$ cat src/rtl/conv_window_gen_pkg.sv
// conv_window_gen_pkg: shared constants and FSM encoding for the 3x3 window generator
package conv_window_gen_pkg;

    localparam int DEF_DATA_WIDTH = 8;
    localparam int DEF_IMG_WIDTH  = 4;
    localparam int DEF_IMG_HEIGHT = 4;
    localparam int WIN_SIZE       = 3;
    localparam int WIN_ELEMS      = WIN_SIZE * WIN_SIZE;

    typedef enum logic [1:0] {
        IDLE,
        SCAN,
        DRAIN,
        DONE
    } state_t;

endpackage

$ cat src/rtl/conv_window_gen_if.sv
// conv_window_gen_if: memory read port plus window valid/ready stream of the window generator
interface conv_window_gen_if import conv_window_gen_pkg::*; #(
    parameter int DATA_WIDTH = DEF_DATA_WIDTH,
    parameter int IMG_WIDTH  = DEF_IMG_WIDTH,
    parameter int IMG_HEIGHT = DEF_IMG_HEIGHT
);

    logic                                start;
    logic [$clog2(IMG_WIDTH*IMG_HEIGHT)-1:0] mem_addr;
    logic signed [DATA_WIDTH-1:0]        mem_dout;
    logic                                win_valid;
    logic                                win_ready;
    logic [WIN_ELEMS*DATA_WIDTH-1:0]     win_data;
    logic [$clog2(IMG_HEIGHT)-1:0]       win_row;
    logic [$clog2(IMG_WIDTH)-1:0]        win_col;
    logic                                busy;
    logic                                done;

    modport master (
        input  start, mem_dout, win_ready,
        output mem_addr, win_valid, win_data, win_row, win_col, busy, done
    );

    modport slave (
        output start, mem_dout, win_ready,
        input  mem_addr, win_valid, win_data, win_row, win_col, busy, done
    );

endinterface

$ cat src/rtl/conv_window_gen_line_buffer.sv
// conv_window_gen_line_buffer: one-row pixel delay that only advances when a pixel is accepted
module conv_window_gen_line_buffer import conv_window_gen_pkg::*; #(
    parameter int DATA_WIDTH = DEF_DATA_WIDTH,
    parameter int DEPTH      = DEF_IMG_WIDTH
) (
    input  logic                  clk,
    input  logic                  en,
    input  logic [DATA_WIDTH-1:0] din,
    output logic [DATA_WIDTH-1:0] dout
);

    logic [DEPTH-1:0][DATA_WIDTH-1:0] sr_q, sr_d;

    // shift a new pixel in at the bottom; the oldest one falls out the top
    always_comb begin
        sr_d = en ? {sr_q[DEPTH-2:0], din} : sr_q;
    end

    // contents are don't-care until a full row has passed, so no reset is needed
    always_ff @(posedge clk) begin
        sr_q <= sr_d;
    end

    assign dout = sr_q[DEPTH-1];

endmodule

$ cat src/rtl/conv_window_gen.sv
// conv_window_gen: raster-scan 3x3 valid-padding window generator fed from a combinational-read memory
module conv_window_gen import conv_window_gen_pkg::*; #(
    parameter int DATA_WIDTH = DEF_DATA_WIDTH,
    parameter int IMG_WIDTH  = DEF_IMG_WIDTH,
    parameter int IMG_HEIGHT = DEF_IMG_HEIGHT
) (
    input logic               clk,
    input logic               rst_n,
    conv_window_gen_if.master bus
);

    localparam int AW = $clog2(IMG_WIDTH * IMG_HEIGHT);
    localparam int RW = $clog2(IMG_HEIGHT);
    localparam int CW = $clog2(IMG_WIDTH);

    state_t                               state_q, state_d;
    logic [AW-1:0]                        p_q, p_d;
    logic [RW-1:0]                        r_q, r_d, row_q, row_d;
    logic [CW-1:0]                        c_q, c_d, col_q, col_d;
    logic [WIN_ELEMS-1:0][DATA_WIDTH-1:0] win_q, win_d;
    logic                                 valid_q, valid_d;
    logic                                 busy_q, busy_d;
    logic                                 done_q, done_d;
    logic                                 stall, accept, handshake, row_end, last_pix;
    logic [DATA_WIDTH-1:0]                above1, above2;

    assign stall     = valid_q & ~bus.win_ready;
    assign handshake = valid_q & bus.win_ready;
    assign accept    = (state_q == SCAN) & ~stall;
    assign row_end   = c_q == CW'(IMG_WIDTH - 1);
    assign last_pix  = p_q == AW'(IMG_WIDTH * IMG_HEIGHT - 1);

    conv_window_gen_line_buffer #(.DATA_WIDTH(DATA_WIDTH), .DEPTH(IMG_WIDTH)) u_lb1 (
        .clk (clk),
        .en  (accept),
        .din (bus.mem_dout),
        .dout(above1)
    );

    conv_window_gen_line_buffer #(.DATA_WIDTH(DATA_WIDTH), .DEPTH(IMG_WIDTH)) u_lb2 (
        .clk (clk),
        .en  (accept),
        .din (above1),
        .dout(above2)
    );

    // FSM, pixel counter, window shift register and output handshake next-state
    always_comb begin
        state_d = state_q;
        p_d     = p_q;
        r_d     = r_q;
        c_d     = c_q;
        win_d   = win_q;
        valid_d = valid_q;
        row_d   = row_q;
        col_d   = col_q;
        case (state_q)
            IDLE: if (bus.start) begin
                state_d = SCAN;
                p_d     = '0;
                r_d     = '0;
                c_d     = '0;
            end
            SCAN: if (accept) begin
                p_d = p_q + AW'(1);
                c_d = row_end ? '0 : c_q + CW'(1);
                r_d = row_end ? r_q + RW'(1) : r_q;
                if (last_pix) state_d = DRAIN;
            end
            DRAIN: if (handshake) state_d = DONE;
            default: state_d = IDLE;
        endcase
        if (accept) begin
            for (int i = 0; i < WIN_SIZE; i++) begin
                win_d[i*WIN_SIZE]     = win_q[i*WIN_SIZE+1];
                win_d[i*WIN_SIZE+1]   = win_q[i*WIN_SIZE+2];
            end
            win_d[WIN_SIZE-1]   = above2;
            win_d[2*WIN_SIZE-1] = above1;
            win_d[WIN_ELEMS-1]  = bus.mem_dout;
            valid_d = (r_q >= RW'(2)) && (c_q >= CW'(2));
            row_d   = r_q - RW'(2);
            col_d   = c_q - CW'(2);
        end else if (handshake) begin
            valid_d = 1'b0;
        end
        busy_d = state_d != IDLE;
        done_d = state_d == DONE;
    end

    // state registers with asynchronous clear
    always_ff @(posedge clk or negedge rst_n) begin
        if (!rst_n) begin
            state_q <= IDLE;
            p_q     <= '0;
            r_q     <= '0;
            c_q     <= '0;
            win_q   <= '0;
            valid_q <= 1'b0;
            row_q   <= '0;
            col_q   <= '0;
            busy_q  <= 1'b0;
            done_q  <= 1'b0;
        end else begin
            state_q <= state_d;
            p_q     <= p_d;
            r_q     <= r_d;
            c_q     <= c_d;
            win_q   <= win_d;
            valid_q <= valid_d;
            row_q   <= row_d;
            col_q   <= col_d;
            busy_q  <= busy_d;
            done_q  <= done_d;
        end
    end

    assign bus.mem_addr  = (state_q == SCAN) ? p_q : '0;
    assign bus.win_valid = valid_q;
    assign bus.win_data  = win_q;
    assign bus.win_row   = row_q;
    assign bus.win_col   = col_q;
    assign bus.busy      = busy_q;
    assign bus.done      = done_q;

endmodule
$ cat src/flat_wrapper.sv
// flat-port wrapper written by rule: the top's interface ports become plain ports
module conv_window_gen_flat import conv_window_gen_pkg::*;
#(
    parameter int DATA_WIDTH = DEF_DATA_WIDTH,
    parameter int IMG_WIDTH  = DEF_IMG_WIDTH,
    parameter int IMG_HEIGHT = DEF_IMG_HEIGHT
)
  (clk, rst_n, bus_start, bus_mem_dout, bus_win_ready, bus_mem_addr, bus_win_valid, bus_win_data, bus_win_row, bus_win_col, bus_busy, bus_done);
  conv_window_gen_if #(.DATA_WIDTH(DATA_WIDTH), .IMG_WIDTH(IMG_WIDTH), .IMG_HEIGHT(IMG_HEIGHT)) bus_i ();
  input logic clk;
  input logic rst_n;
  input wire logic [$bits(bus_i.start)-1:0] bus_start;
  input wire logic [$bits(bus_i.mem_dout)-1:0] bus_mem_dout;
  input wire logic [$bits(bus_i.win_ready)-1:0] bus_win_ready;
  output wire logic [$bits(bus_i.mem_addr)-1:0] bus_mem_addr;
  output wire logic [$bits(bus_i.win_valid)-1:0] bus_win_valid;
  output wire logic [$bits(bus_i.win_data)-1:0] bus_win_data;
  output wire logic [$bits(bus_i.win_row)-1:0] bus_win_row;
  output wire logic [$bits(bus_i.win_col)-1:0] bus_win_col;
  output wire logic [$bits(bus_i.busy)-1:0] bus_busy;
  output wire logic [$bits(bus_i.done)-1:0] bus_done;
  assign bus_i.start = bus_start;
  assign bus_i.mem_dout = bus_mem_dout;
  assign bus_i.win_ready = bus_win_ready;
  assign bus_mem_addr = bus_i.mem_addr;
  assign bus_win_valid = bus_i.win_valid;
  assign bus_win_data = bus_i.win_data;
  assign bus_win_row = bus_i.win_row;
  assign bus_win_col = bus_i.win_col;
  assign bus_busy = bus_i.busy;
  assign bus_done = bus_i.done;
  conv_window_gen #(.DATA_WIDTH(DATA_WIDTH), .IMG_WIDTH(IMG_WIDTH), .IMG_HEIGHT(IMG_HEIGHT)) u_core (.clk(clk), .rst_n(rst_n), .bus(bus_i));
endmodule
$ cat config.mk
export PLATFORM = sky130hd
export DESIGN_NAME = conv_window_gen_flat
export DESIGN_NICKNAME = d
export VERILOG_FILES = /design/src/rtl/conv_window_gen_pkg.sv /design/src/rtl/conv_window_gen_if.sv /design/src/rtl/conv_window_gen_line_buffer.sv /design/src/rtl/conv_window_gen.sv /design/src/flat_wrapper.sv
export SDC_FILE = /design/constraint.sdc
export NUM_CORES = 1
export LEC_CHECK = 0
export CORE_ASPECT_RATIO = 1.4
export CORE_UTILIZATION = 65
export DETAILED_ROUTE_END_ITERATION = 10
export DONT_BUFFER_PORTS = 1
export PLACE_DENSITY = 0.77
export SLEW_MARGIN = 0
export SYNTH_ARGS = -nofsm -noshare
export SYNTH_HDL_FRONTEND = slang
export SYNTH_SLANG_ARGS = --single-unit
$ cat constraint.sdc
create_clock -name clk -period 5.4 [get_ports clk]
set_input_delay 1.08 -clock clk [delete_from_list [all_inputs] [get_ports clk]]
set_output_delay 1.08 -clock clk [all_outputs]
set_load 0.005 [all_outputs]
# Word level (Yosys, flattened, before mapping)
# Cells that the tools add are included.
[totals]
regBits = 153
elab_cells = 71
out_inout_bits = 83
[classes]
bitwise_logic = 5
muxes = 18
addsub = 5
eq_ne = 8
n_reduce_logical = 7
n_lt_le_gt_ge = 2
[op_table]
columns = ["cell", "count"]
rows = [
  ["$mux W2", 9],
  ["$mux W4", 3],
  ["$pmux W2 S2", 2],
  ["$pmux W4 S2", 1],
  ["$eq A2 B2 Y1 const B", 3],
  ["$pmux W2 S3", 1],
  ["$reduce_bool A2 Y1", 3],
  ["$add A2 B1 Y2 const B", 2],
  ["$add A4 B1 Y4 const B", 1],
  ["$eq A4 B4 Y1 const B", 1],
  ["$ge A2 B2 Y1 const B", 2],
  ["$ne A2 B2 Y1 const B", 2],
  ["$reduce_and A4 Y1", 1],
  ["$sub A2 B2 Y2 const B", 2],
  ["$and A1 B1 Y1", 3],
  ["$reduce_and A3 Y1", 1],
  ["$eq A2 B1 Y1 const B", 1],
  ["$logic_not A2 Y1", 1],
  ["$mux W1", 2],
  ["$ne A2 B1 Y1 const B", 1],
  ["$not A1 Y1", 2],
  ["$logic_and A1 B1 Y1", 1],
]

# Depth between registers and ports, before layout
# Gate-level depths: netlist (run 1).
[depth]
ltp_word = 7
depth_mapped = 5
ltp_nobuf = 4

# Modules after synthesis
# A second synthesis (run 1) with hierarchy kept.
[unflattened]
cells_unflattened = 313
area_unflattened_um2 = 5783.0
[modules_own_cells]
columns = ["module", "cells_each", "seq_area_each_um2", "area_per_inst_um2", "n_inst"]
rows = [
  ["conv_window_gen", 233, 2227.1, 3741.1, 1],
  ["conv_window_gen_line_buffer", 40, 960.9, 1021.0, 2],
]

# Worst setup path after synthesis (run 1)
# Ideal clock, no wire load.
[synth_path]
path_kind = "in2reg"
startpoint = "input port bus_win_ready"
endpoint = "register u_core.win_q, in the netlist u_core.bus.win_data[65]"
cell_stages = 5
t_arrival_ns = 2.397
slack_ns = 2.878
required_ns = 5.275
path_cell_list = "nand2b_1 -> nand2_2 -> inv_1 -> buf_4 -> mux2_2"
[synth_via]
elab_chain_len = 4
[synth_lines]
columns = ["element", "line_no", "rtl"]
rows = [
  ["start, declared", "flat_wrapper.sv:14", "input wire logic [$bits(bus_i.win_ready)-1:0] bus_win_ready;"],
  ["$not A1 Y1", "conv_window_gen.sv:27", "assign stall = valid_q & ~bus.win_ready;"],
  ["$and A1 B1 Y1", "conv_window_gen.sv:27", ""],
  ["$not A1 Y1", "conv_window_gen.sv:29", "assign accept = (state_q == SCAN) & ~stall;"],
  ["$and A1 B1 Y1", "conv_window_gen.sv:29", ""],
  ["via u_core.accept", "conv_window_gen.sv:24", "logic stall, accept, handshake, row_end, last_pix;"],
  ["end signal, assigned", "conv_window_gen.sv:109", "win_q <= win_d;"],
  ["end, declared", "conv_window_gen.sv:20", "logic [WIN_ELEMS-1:0][DATA_WIDTH-1:0] win_q, win_d;"],
]
# The timed path passes the listed nets, and every way through them passes these cells.
# A chain may end at the register's enable or synchronous reset.

# Final worst setup path (run 1)
[layout_path]
startpoint = "input port bus_win_ready"
endpoint = "register u_core.win_q, in the netlist u_core.bus.win_data[64]"
[layout_via]
elab_chain_len = 4
[layout_lines]
columns = ["element", "line_no"]
rows = [
  ["$not A1 Y1", "conv_window_gen.sv:27"],
  ["$and A1 B1 Y1", "conv_window_gen.sv:27"],
  ["$not A1 Y1", "conv_window_gen.sv:29"],
  ["$and A1 B1 Y1", "conv_window_gen.sv:29"],
]
# No other way between the ends.

==> flow_summary_export.csv, run 1 <==
group,metric,value,unit
worst_setup_path,path_delay_family,"buffers and inverters",
floorplanning,rows,39,
floorplanning,die-area,8710,um^2
clock_tree,post-cts-setup-buffers,0,
finish,post-route-util,75.1,%
worst_setup_path,cp_num_cells,5,
worst_setup_path,crit_end,"u_core.bus.win_data[64]$_DFFE_PN0N_",
logic_synthesis,syn_avg_cell_area,18.5,um^2
sta,max_freq,0.295,GHz
power,power_frac_seq,51.7,%
global_route,grt_max_degree,90,
logic_synthesis,synthSimpleGateAreaFrac,2.73,%
placement,dp.final_hpwl,4490,um
global_route,grt_overflow,0,
sta,rsz0062_at_grt,"no",
power,powerDensity,747,nW/um^2
worst_setup_path,critical_path.max_fanout,70,
global_route,antenna_found_initial,0,
worst_setup_path,worstSetupEndpointType,"register",
run,drv_cap,0,
logic_synthesis,synth_nets,309,
logic_synthesis,ys.flop_type,"dfrtp_1",
clock_tree,clock-sinks,153,
logic_synthesis,synthMuxAreaShare,16.3,%
logic_synthesis,synth-seq-area-share,76.6,%
global_route,grt_pass1_vias,2482,
route,drcViolationCount,0,
floorplanning,core,8100,um^2
logic_synthesis,synth_area_leaders,"dfrtp_1, edfxtp_1, mux2_2, mux2_4, o21ai_0",
hold_path,hold_class,"input port to asynchronous set/reset pin",
logic_synthesis,synthArstFlopShare,58.2,%
clock_tree,htree_levels,4,
worst_setup_path,worstSetupPathType,"input port to register",
logic_synthesis,synthCells,293,
worst_setup_path,cp-startpoint,"bus_win_ready",
power,p_clk_share,25.1,%
power,internal_power,3250,uW
sta,hold_violations,0,
sta,fin_skew,0.00723,ns
power,p_leak,0.00246,uW
worst_setup_path,start_kind,"input port",
power,sw_frac_of_total,28.5,%
clock_tree,ctsHoldBuffers,0,
finish,seqCellArea,4150,um^2
worst_setup_path,worst_path_largest_cell_delay,0.74,ns
power,p_comb_share,23.2,%
clock_tree,root_buffer,"clkbuf_16",
placement,gp_congestion,0.793,
sta,tightest_slew,0.939,ns
logic_synthesis,synth_top_family_by_area,"multiplexers",
route,wl,7770,um
clock_tree,clockBufferDepth,2,
route,drt_iter0_drc,170,
global_route,grt_use_total,19.8,%
sta,setup_viol_count_final,0,
logic_synthesis,synth_compound_area_share,2.01,%
sta,fin_tns_setup,0,ns
global_route,grt_pass1_wl,12400,um
finish,drive_gt1_share,33.4,%
logic_synthesis,synthXorXnorAreaFrac,0,%
clock_tree,clk_latency,0.40,ns
finish,multiInputGateArea,1190,um^2
logic_synthesis,synth_top_area_share,41.1,%
worst_setup_path,reg2reg_depth,5,
worst_setup_path,critPathBufInv,2,
worst_setup_path,reg2reg_to,"u_core.bus.win_data[64]$_DFFE_PN0N_",
finish,nFillCells,491,
worst_setup_path,crit_arrival,3.68,ns
route,routedWlPerCell,18.5,um
floorplanning,die_h,110,um
clock_tree,numCtsBuffers,17,
finish,fin_nets,320,
route,drt_pre_antenna_iters,4,
clock_tree,path_clk_slew,0.06,ns
finish,syn2layout_area_growth,12.3,%
worst_setup_path,r2r_start,"u_core.state_q[0]$_DFF_PN0_",
logic_synthesis,synth_cell_types,29,
power,switchingPower,1290,uW
logic_synthesis,synth_area,5420,um^2
placement,port_buffers,0,
worst_setup_path,r2r_setup_slack,2.30,ns
sta,report.final.slew_viol_count,0,
logic_synthesis,synthAdderAreaFrac,0.924,%
sta,min_period,3.39,ns
worst_setup_path,cp.required,5.69,ns
route,vias,2428,
worst_setup_path,crit_path_top_delay_cell,"clkinv_2",
logic_synthesis,yosysWarnings,0,
floorplanning,start_util,66.9,%
clock_tree,cts_tree,"done",
sta,slew_headroom,37.4,%
outcome,status,"finished clean",
sta,fin_crit_sh,62.7,%
logic_synthesis,ys_ff_latch,153,
floorplanning,chipWidth,79.1,um
power,ir_worst_vdd,0.000632,V
route,viasPerCell,5.79,
finish,diodes,0,
worst_setup_path,cp_cell_sequence,"nand2b_1, nand2_4, clkinv_2, buf_4, mux2_2",
logic_synthesis,yosysTopAreaCell,"dfrtp_1",
floorplanning,io_pins,95,
route,antenna_left,0,
logic_synthesis,synth_edf_count,64,
clock_tree,ctsResizeCount,0,
==> cell usage after synthesis (all sizes together), types with 2 or more instances <==
master / instances
nand3: 2
and2: 3
mux2: 73
o21bai: 2
dfrtp: 89
inv: 5
mux2i: 4
buf: 9
nor3: 4
nand2b: 2
ha: 4
nand2: 8
edfxtp: 64
o21ai: 11
nor2b: 2
a21oi: 3
==> layout by cell type, fill, tap and decap left out, types with 2 or more instances in the layout <==
cell type,count
dfrtp_1,89
clkbuf_16,17
mux2_4,5
mux2_2,68
nand2b_1,2
bufinv_16,2
clkbuf_1,3
clkinv_2,5
nand3_1,2
inv_1,4
and2_1,3
clkbuf_8,4
a21oi_1,3
nand2_1,7
mux2i_1,4
nor3_1,4
ha_1,4
o21ai_0,11
o21bai_1,2
edfxtp_1,64
==> power by group through the flow <==
stage	combinational [uW]	clock (uW)	sequential, uW
2_1_floorplan	937	0	2240
6_report	1050	1140	2350
3_5_place_dp	1060	0	2370
5_1_grt	1160	1220	2440
4_1_cts	1070	1160	2370
3_3_place_gp	1010	0	2340
==> cell type report <==
cell class | count | area share [%]
multi-input combinational | 126 | 19.6
sequential | 153 | 68.2
timing repair buffer | 1 | 0.123
clock buffer | 24 | 8.09
clock inverter | 8 | 1.52
inverter | 5 | 0.329
tap | 102 | 2.10
==> worst reg2reg max path: stages (launching register included) <==
cell and delay [ns]:
dfrtp_1 0.48, nor2b_4 0.20, nand2_4 0.68, clkinv_2 0.76, buf_4 0.52, mux2_2 0.35
==> metrics by stage <==
step | hold WS [ns] | std cells | area (um^2) | power, uW | worst slack (ns)
floorplan | 0.400 | 293 | 5420 | 3170 | 2.88
global placement | 0.401 | 387 | 5500 | 3340 | 1.65
detailed placement | 0.405 | 387 | 5500 | 3440 | 1.55
CTS | 0.346 | 419 | 6080 | 4600 | 1.96
global route | 0.342 | 419 | 6080 | 4810 | 1.78
finish | 0.369 | 419 | 6080 | 4540 | 2.01
==> registers in the layout (all words and copies together), names as in the netlist, 2 cells and up <==
| name | cells |
|---|---|
| u_core.u_lb2.sr_q | 24 |
| u_core.r_q | 2 |
| u_core.c_q | 2 |
| u_core.bus.win_data | 72 |
| u_core.p_q | 4 |
| u_core.u_lb1.dout | 8 |
| u_core.bus.win_col | 2 |
| u_core.u_lb1.sr_q | 24 |
| u_core.state_q | 2 |
| u_core.u_lb2.dout | 8 |
| u_core.bus.win_row | 2 |
==> layer usage <==
metal	up-vias	wire [um]	track usage, %
met5	-	0	0
met4	0	154	9.35
met3	15	499	8.23
met2	84	3830	29.4
met1	1235	3290	25.5
li1	1094	-	-
==> how the worst min path moves through the flow <==
stage | startpoint | end | slack (ns) | cells past startpoint
after global routing | rst_n | u_core.bus.win_data[63]$_DFFE_PN0N_ | 0.34 | 0
after CTS | rst_n | u_core.bus.win_valid$_DFFE_PN0P_ | 0.35 | 0
after floorplan | u_core.u_lb1.sr_q[16]$_DFFE_PN_ | u_core.u_lb1.dout[0]$_DFFE_PN_ | 0.40 | 0
after global placement | u_core.u_lb1.sr_q[18]$_DFFE_PN_ | u_core.u_lb1.dout[2]$_DFFE_PN_ | 0.40 | 0
after detailed placement | u_core.u_lb1.sr_q[2]$_DFFE_PN_ | u_core.u_lb1.sr_q[10]$_DFFE_PN_ | 0.40 | 0
final | rst_n | u_core.bus.win_data[55]$_DFFE_PN0N_ | 0.37 | 0
==> kinds of logic (layout without fill, tap and decap cells) <==
group	after synthesis	in the layout
compound gates	19	19
flops	153	153
fa+ha+maj	4	4
simple gates	26	26
mux	77	77
buf+inv	14	38
(Power assumes the default switching activity.)
==> run 2, diff against run 1 <==
--- a/config.mk
+++ b/config.mk
@@ -6,10 +6,10 @@
 export NUM_CORES = 1
 export LEC_CHECK = 0
 export CORE_ASPECT_RATIO = 1.4
-export CORE_UTILIZATION = 65
+export CORE_UTILIZATION = 56
 export DETAILED_ROUTE_END_ITERATION = 10
 export DONT_BUFFER_PORTS = 1
-export PLACE_DENSITY = 0.77
+export PLACE_DENSITY = 0.7
 export SLEW_MARGIN = 0
 export SYNTH_ARGS = -nofsm -noshare
 export SYNTH_HDL_FRONTEND = slang
==> constraint.sdc (replaced) <==
create_clock -name clk -period 3.1 [get_ports clk]
set_input_delay 0.62 -clock clk [delete_from_list [all_inputs] [get_ports clk]]
set_output_delay 0.62 -clock clk [all_outputs]
set_load 0.005 [all_outputs]
==> flow_summary_export.csv, run 2 (synthesis results as in run 1) <==
group,metric,value,unit
sta,min_period,2.10,ns
worst_setup_path,crit_arrival,2.39,ns
route,drt_pre_antenna_iters,4,
sta,max_freq,0.477,GHz
sta,slew_headroom,64.9,%
route,drt_iter0_drc,120,
worst_setup_path,reg2reg_depth,5,
power,power_frac_seq,49.9,%
finish,diodes,0,
route,routedWlPerCell,17.6,um
finish,largest_reg_flops,72,
global_route,antenna_found_initial,0,
clock_tree,clock-sinks,153,
sta,fin_skew,0.00610,ns
floorplanning,core,9410,um^2
run,drv_cap,0,
hold_path,hold_class,"input port to asynchronous set/reset pin",
finish,fin_nets,326,
sta,fin_tns_setup,0,ns
placement,gp_congestion,0.794,
route,viasPerCell,5.63,
clock_tree,path_clk_slew,0.06,ns
clock_tree,htree_levels,4,
worst_setup_path,worstSetupEndpointType,"register",
placement,port_buffers,0,
power,p_leak,0.00253,uW
finish,final_common_cell,"dfrtp_1",
clock_tree,clockBufferDepth,2,
floorplanning,die-area,10100,um^2
power,internal_power,5840,uW
floorplanning,io_pins,95,
finish,syn2layout_area_growth,15.1,%
power,sw_frac_of_total,28.5,%
floorplanning,chipWidth,85.1,um
route,antenna_left,0,
clock_tree,clk_latency,0.41,ns
power,switchingPower,2330,uW
sta,rsz0062_at_grt,"no",
worst_setup_path,worstSetupPathType,"register to register",
global_route,grt_pass1_vias,2506,
floorplanning,die_h,118,um
clock_tree,root_buffer,"clkbuf_16",
power,ir_worst_vdd,0.000700,V
clock_tree,numCtsBuffers,17,
outcome,status,"finished clean",
worst_setup_path,cp.required,3.39,ns
sta,fin_crit_sh,67.6,%
clock_tree,cts_tree,"done",
finish,layout_common_cells,"dfrtp_1, mux2_2, edfxtp_1",
power,finalPower,8170,uW
floorplanning,rows,42,
power,powerDensity,1310,nW/um^2
global_route,grt_use_total,16.7,%
finish,drive_gt1_share,35.9,%
route,vias,2437,
floorplanning,start_util,57.6,%
power,p_clk_share,26.7,%
placement,dp.final_hpwl,4570,um
worst_setup_path,start_kind,"register",
sta,report.final.slew_viol_count,0,
clock_tree,post-cts-setup-buffers,0,
sta,tightest_slew,0.525,ns
sta,hold_violations,0,
global_route,grt_max_degree,90,
global_route,grt_overflow,0,
worst_setup_path,critical_path.max_fanout,32,
global_route,grt_pass1_wl,12300,um
power,p_comb_share,23.4,%
route,drcViolationCount,0,
route,wl,7600,um
sta,setup_viol_count_final,0,
-- run 2: worst max-delay path, cell delays in order, from the launching register on --
cell and delay (ns):
dfrtp_1 0.51, nor2b_4 0.30, nand2_4 0.22, clkinv_2 0.33, buf_12 0.25, mux2_2 0.35
-- run 2: final timing paths --
path | from | end | slack [ns]
hold / removal | rst_n | u_core.bus.win_data[23]$_DFFE_PN0N_ | 0.13
setup / recovery | u_core.state_q[0]$_DFF_PN0_ | u_core.bus.win_data[69]$_DFFE_PN0N_ | 1.00
min in group clk | bus_mem_dout[3] | u_core.u_lb1.sr_q[3]$_DFFE_PN_ | 0.30
max in group asynchronous | rst_n | u_core.bus.win_data[41]$_DFFE_PN0N_ | 2.64
hold reg to reg | u_core.u_lb2.sr_q[5]$_DFFE_PN_ | u_core.u_lb2.sr_q[13]$_DFFE_PN_ | 0.42
setup reg to reg | u_core.state_q[0]$_DFF_PN0_ | u_core.bus.win_data[69]$_DFFE_PN0N_ | 1.00
-- run 2: power by group through the flow --
stage,sequential [uW],clock (uW),combinational [uW]
6_report,4080,2180,1910
5_1_grt,4220,2310,2120
4_1_cts,4100,2220,1960
3_5_place_dp,4120,0,1920
3_3_place_gp,4080,0,1840
2_1_floorplan,3890,0,1630
-- run 2: area by class of cell --
cell class | instances | area (um^2)
inverters | 5 | 20.0
fillers | 619 | 3170
well taps | 110 | 138
flip-flops and latches | 153 | 4150
clock inverters | 11 | 156
clock buffers | 21 | 492
multi-input cells | 126 | 1190
repair buffers | 7 | 85.1
-- run 2: stage by stage --
stage | setup WS (ns) | cells | util (%) | hold slack [ns] | area [um^2]
finish | 1.00 | 433 | 66.3 | 0.131 | 6230
global route | 0.831 | 433 | 66.3 | 0.153 | 6230
global placement | 0.873 | 400 | 59.1 | 0.326 | 5560
detailed placement | 0.810 | 400 | 59.1 | 0.326 | 5560
CTS | 0.985 | 433 | 66.3 | 0.143 | 6230
floorplan | 1.04 | 293 | - | 0.324 | 5420
-- run 2: timing repair --
action | CTS | global route
hold buffers | 1 | 0
resized for setup | 0 | 0
endpoints found under the hold margin | 89 | 0
-- run 2: routing by layer --
metal	wire length, um	up-vias	global-route usage (%)
met4	143	0	8.90
met3	582	12	6.63
met1	3290	1214	21.6
li1	-	1115	-
met5	0	-	0
met2	3580	96	24.2
==> run 3, diff against run 2 <==
==> constraint.sdc (replaced) <==
create_clock -name clk -period 1.8 [get_ports clk]
set_input_delay 0.36 -clock clk [delete_from_list [all_inputs] [get_ports clk]]
set_output_delay 0.36 -clock clk [all_outputs]
set_load 0.005 [all_outputs]
==> flow_summary_export.csv, run 3 (synthesis results as in run 1) <==
group,metric,value,unit
outcome,violations,"hold timing",
finish,seqCellArea,4150,um^2
sta,setup_viol_count_final,0,
worst_setup_path,worst_path_largest_cell_delay,0.41,ns
sta,min_period,1.65,ns
worst_setup_path,worstSetupPathType,"register to output pin",
worst_setup_path,r2r_start,"u_core.bus.win_valid$_DFFE_PN0P_",
placement,gp_congestion,0.768,
worst_setup_path,worstSetupEndpointType,"output pin",
clock_tree,htree_levels,4,
global_route,grt_pass1_vias,2618,
route,viasPerCell,5.73,
sta,fin_skew,0.00562,ns
finish,drive_gt1_share,34.6,%
floorplanning,die-area,10100,um^2
finish,largest_reg_flops,72,
clock_tree,root_buffer,"clkbuf_16",
route,routedWlPerCell,17.7,um
sta,fin_tns_setup,0,ns
clock_tree,ctsResizeCount,0,
clock_tree,clockBufferDepth,2,
power,finalPower,14100,uW
global_route,antenna_found_initial,0,
floorplanning,chipWidth,85.1,um
floorplanning,rows,42,
floorplanning,core,9410,um^2
worst_setup_path,start_kind,"register",
sta,hold_ws,-0.360,ns
route,drt_pre_antenna_iters,4,
power,p_leak,0.00252,uW
finish,layout_common_cells,"dfrtp_1, mux2_2, edfxtp_1",
power,ir_worst_vdd,0.00105,V
sta,tightest_slew,0.488,ns
sta,slew_headroom,67.4,%
global_route,grt_overflow,0,
floorplanning,start_util,57.6,%
clock_tree,cts_tree,"done",
sta,report.final.slew_viol_count,0,
worst_setup_path,cp-startpoint,"u_core.state_q[1]$_DFF_PN0_",
worst_setup_path,critical_path.max_fanout,7,
global_route,grt_use_total,16.7,%
finish,multiInputGateArea,1190,um^2
worst_setup_path,cp_cell_sequence,"buf_4, nand3b_1, inv_1",
route,antenna_left,0,
floorplanning,io_pins,95,
finish,final_common_cell,"dfrtp_1",
route,wl,7680,um
sta,hold_violations,89,
worst_setup_path,path_delay_family,"flip-flops",
floorplanning,die_h,118,um
placement,dp.final_hpwl,4710,um
global_route,grt_pass1_wl,12400,um
clock_tree,clk_latency,0.41,ns
route,drcViolationCount,0,
finish,nFillCells,624,
outcome,status,"complete, but fails checks",
worst_setup_path,crit_arrival,1.29,ns
sta,max_freq,0.605,GHz
finish,syn2layout_area_growth,15.3,%
route,drt_iter0_drc,132,
finish,fin_nets,327,
route,vias,2485,
worst_setup_path,crit_path_top_delay_cell,"dfrtp_1",
worst_setup_path,cp.required,1.44,ns
clock_tree,path_clk_slew,0.06,ns
placement,port_buffers,0,
sta,rsz0062_at_grt,"no",
sta,fin_crit_sh,91.9,%
clock_tree,numCtsBuffers,17,
run,drv_cap,0,
finish,diodes,0,
clock_tree,clock-sinks,153,
worst_setup_path,critPathBufInv,2,
hold_path,hold_class,"input port to asynchronous set/reset pin",
global_route,grt_max_degree,90,
power,powerDensity,2250,nW/um^2
worst_setup_path,r2r_setup_slack,0.21,ns
[run 3: changes by cell type in the layout (fill, tap and decap cells not counted), sizes merged]
cell      change
clkbuf        +8
bufinv        -2
inv           -4
clkinv        -3
clkinvlp      +1
buf           +1
[run 3: final timing paths]
| kind | end | cells past startpoint |
|---|---|---|
| worst min register to register | u_core.u_lb1.sr_q[23]$_DFFE_PN_ | 0 |
| worst max register to register | u_core.bus.win_data[67]$_DFFE_PN0N_ | 5 |
| worst max-delay path | bus_mem_addr[2] | 3 |
| worst min-delay path | u_core.bus.win_data[15]$_DFFE_PN0N_ | 0 |
| max in group asynchronous | u_core.bus.win_data[35]$_DFFE_PN0N_ | 0 |
| min in group clk | u_core.u_lb1.sr_q[1]$_DFFE_PN_ | 0 |
[run 3: worst register-to-register path, stage by stage (launching register included)]
cell and delay [ns]:
dfrtp_1 0.41, nand2b_1 0.25, nand2_4 0.12, clkinv_2 0.12
buf_4 0.21, mux2_2 0.35
[run 3: cell type report]
| class | count | area share, % |
|---|---|---|
| Timing Repair Buffer | 8 | 1.96 |
| Multi-Input combinational cell | 126 | 19.1 |
| Tap cell | 110 | 2.20 |
| Clock inverter | 3 | 0.742 |
| Sequential cell | 153 | 66.5 |
| Clock buffer | 29 | 9.20 |
| Inverter | 5 | 0.321 |
[run 3: metal layers]
layer	track usage (%)	vias to the layer above	routed length, um
met2	25.6	100	3800
met1	19.1	1256	3120
met5	0	-	0
met3	8.59	12	631
li1	-	1117	-
met4	8.16	0	132
[run 3: power breakdown]
| part | leakage [uW] | total, uW | internal, uW | switching (uW) |
|---|---|---|---|---|
| Combinational | 0.000534 | 3520 | 1970 | 1560 |
| Sequential | 0.00169 | 6990 | 5880 | 1110 |
| Clock | 0.000300 | 3560 | 2300 | 1250 |
[run 3: repair_timing]
item	in CTS	in global routing
buffers inserted	0	0
hold endpoints to repair	89	89
endpoints found under the setup margin	0	0
[run 3: stage by stage]
step / instance area, um^2 / setup slack [ns] / cells / hold slack, ns / util [%]
floorplan: 5420 / 0.0776 / 293 / 0.0644 / -
global placement: 5620 / 0.264 / 402 / 0.0660 / 59.8
detailed placement: 5620 / 0.221 / 402 / 0.0661 / 59.8
CTS: 6240 / 0.118 / 434 / -0.385 / 66.4
global route: 6240 / 0.0881 / 434 / -0.394 / 66.4
finish: 6240 / 0.147 / 434 / -0.360 / 66.4
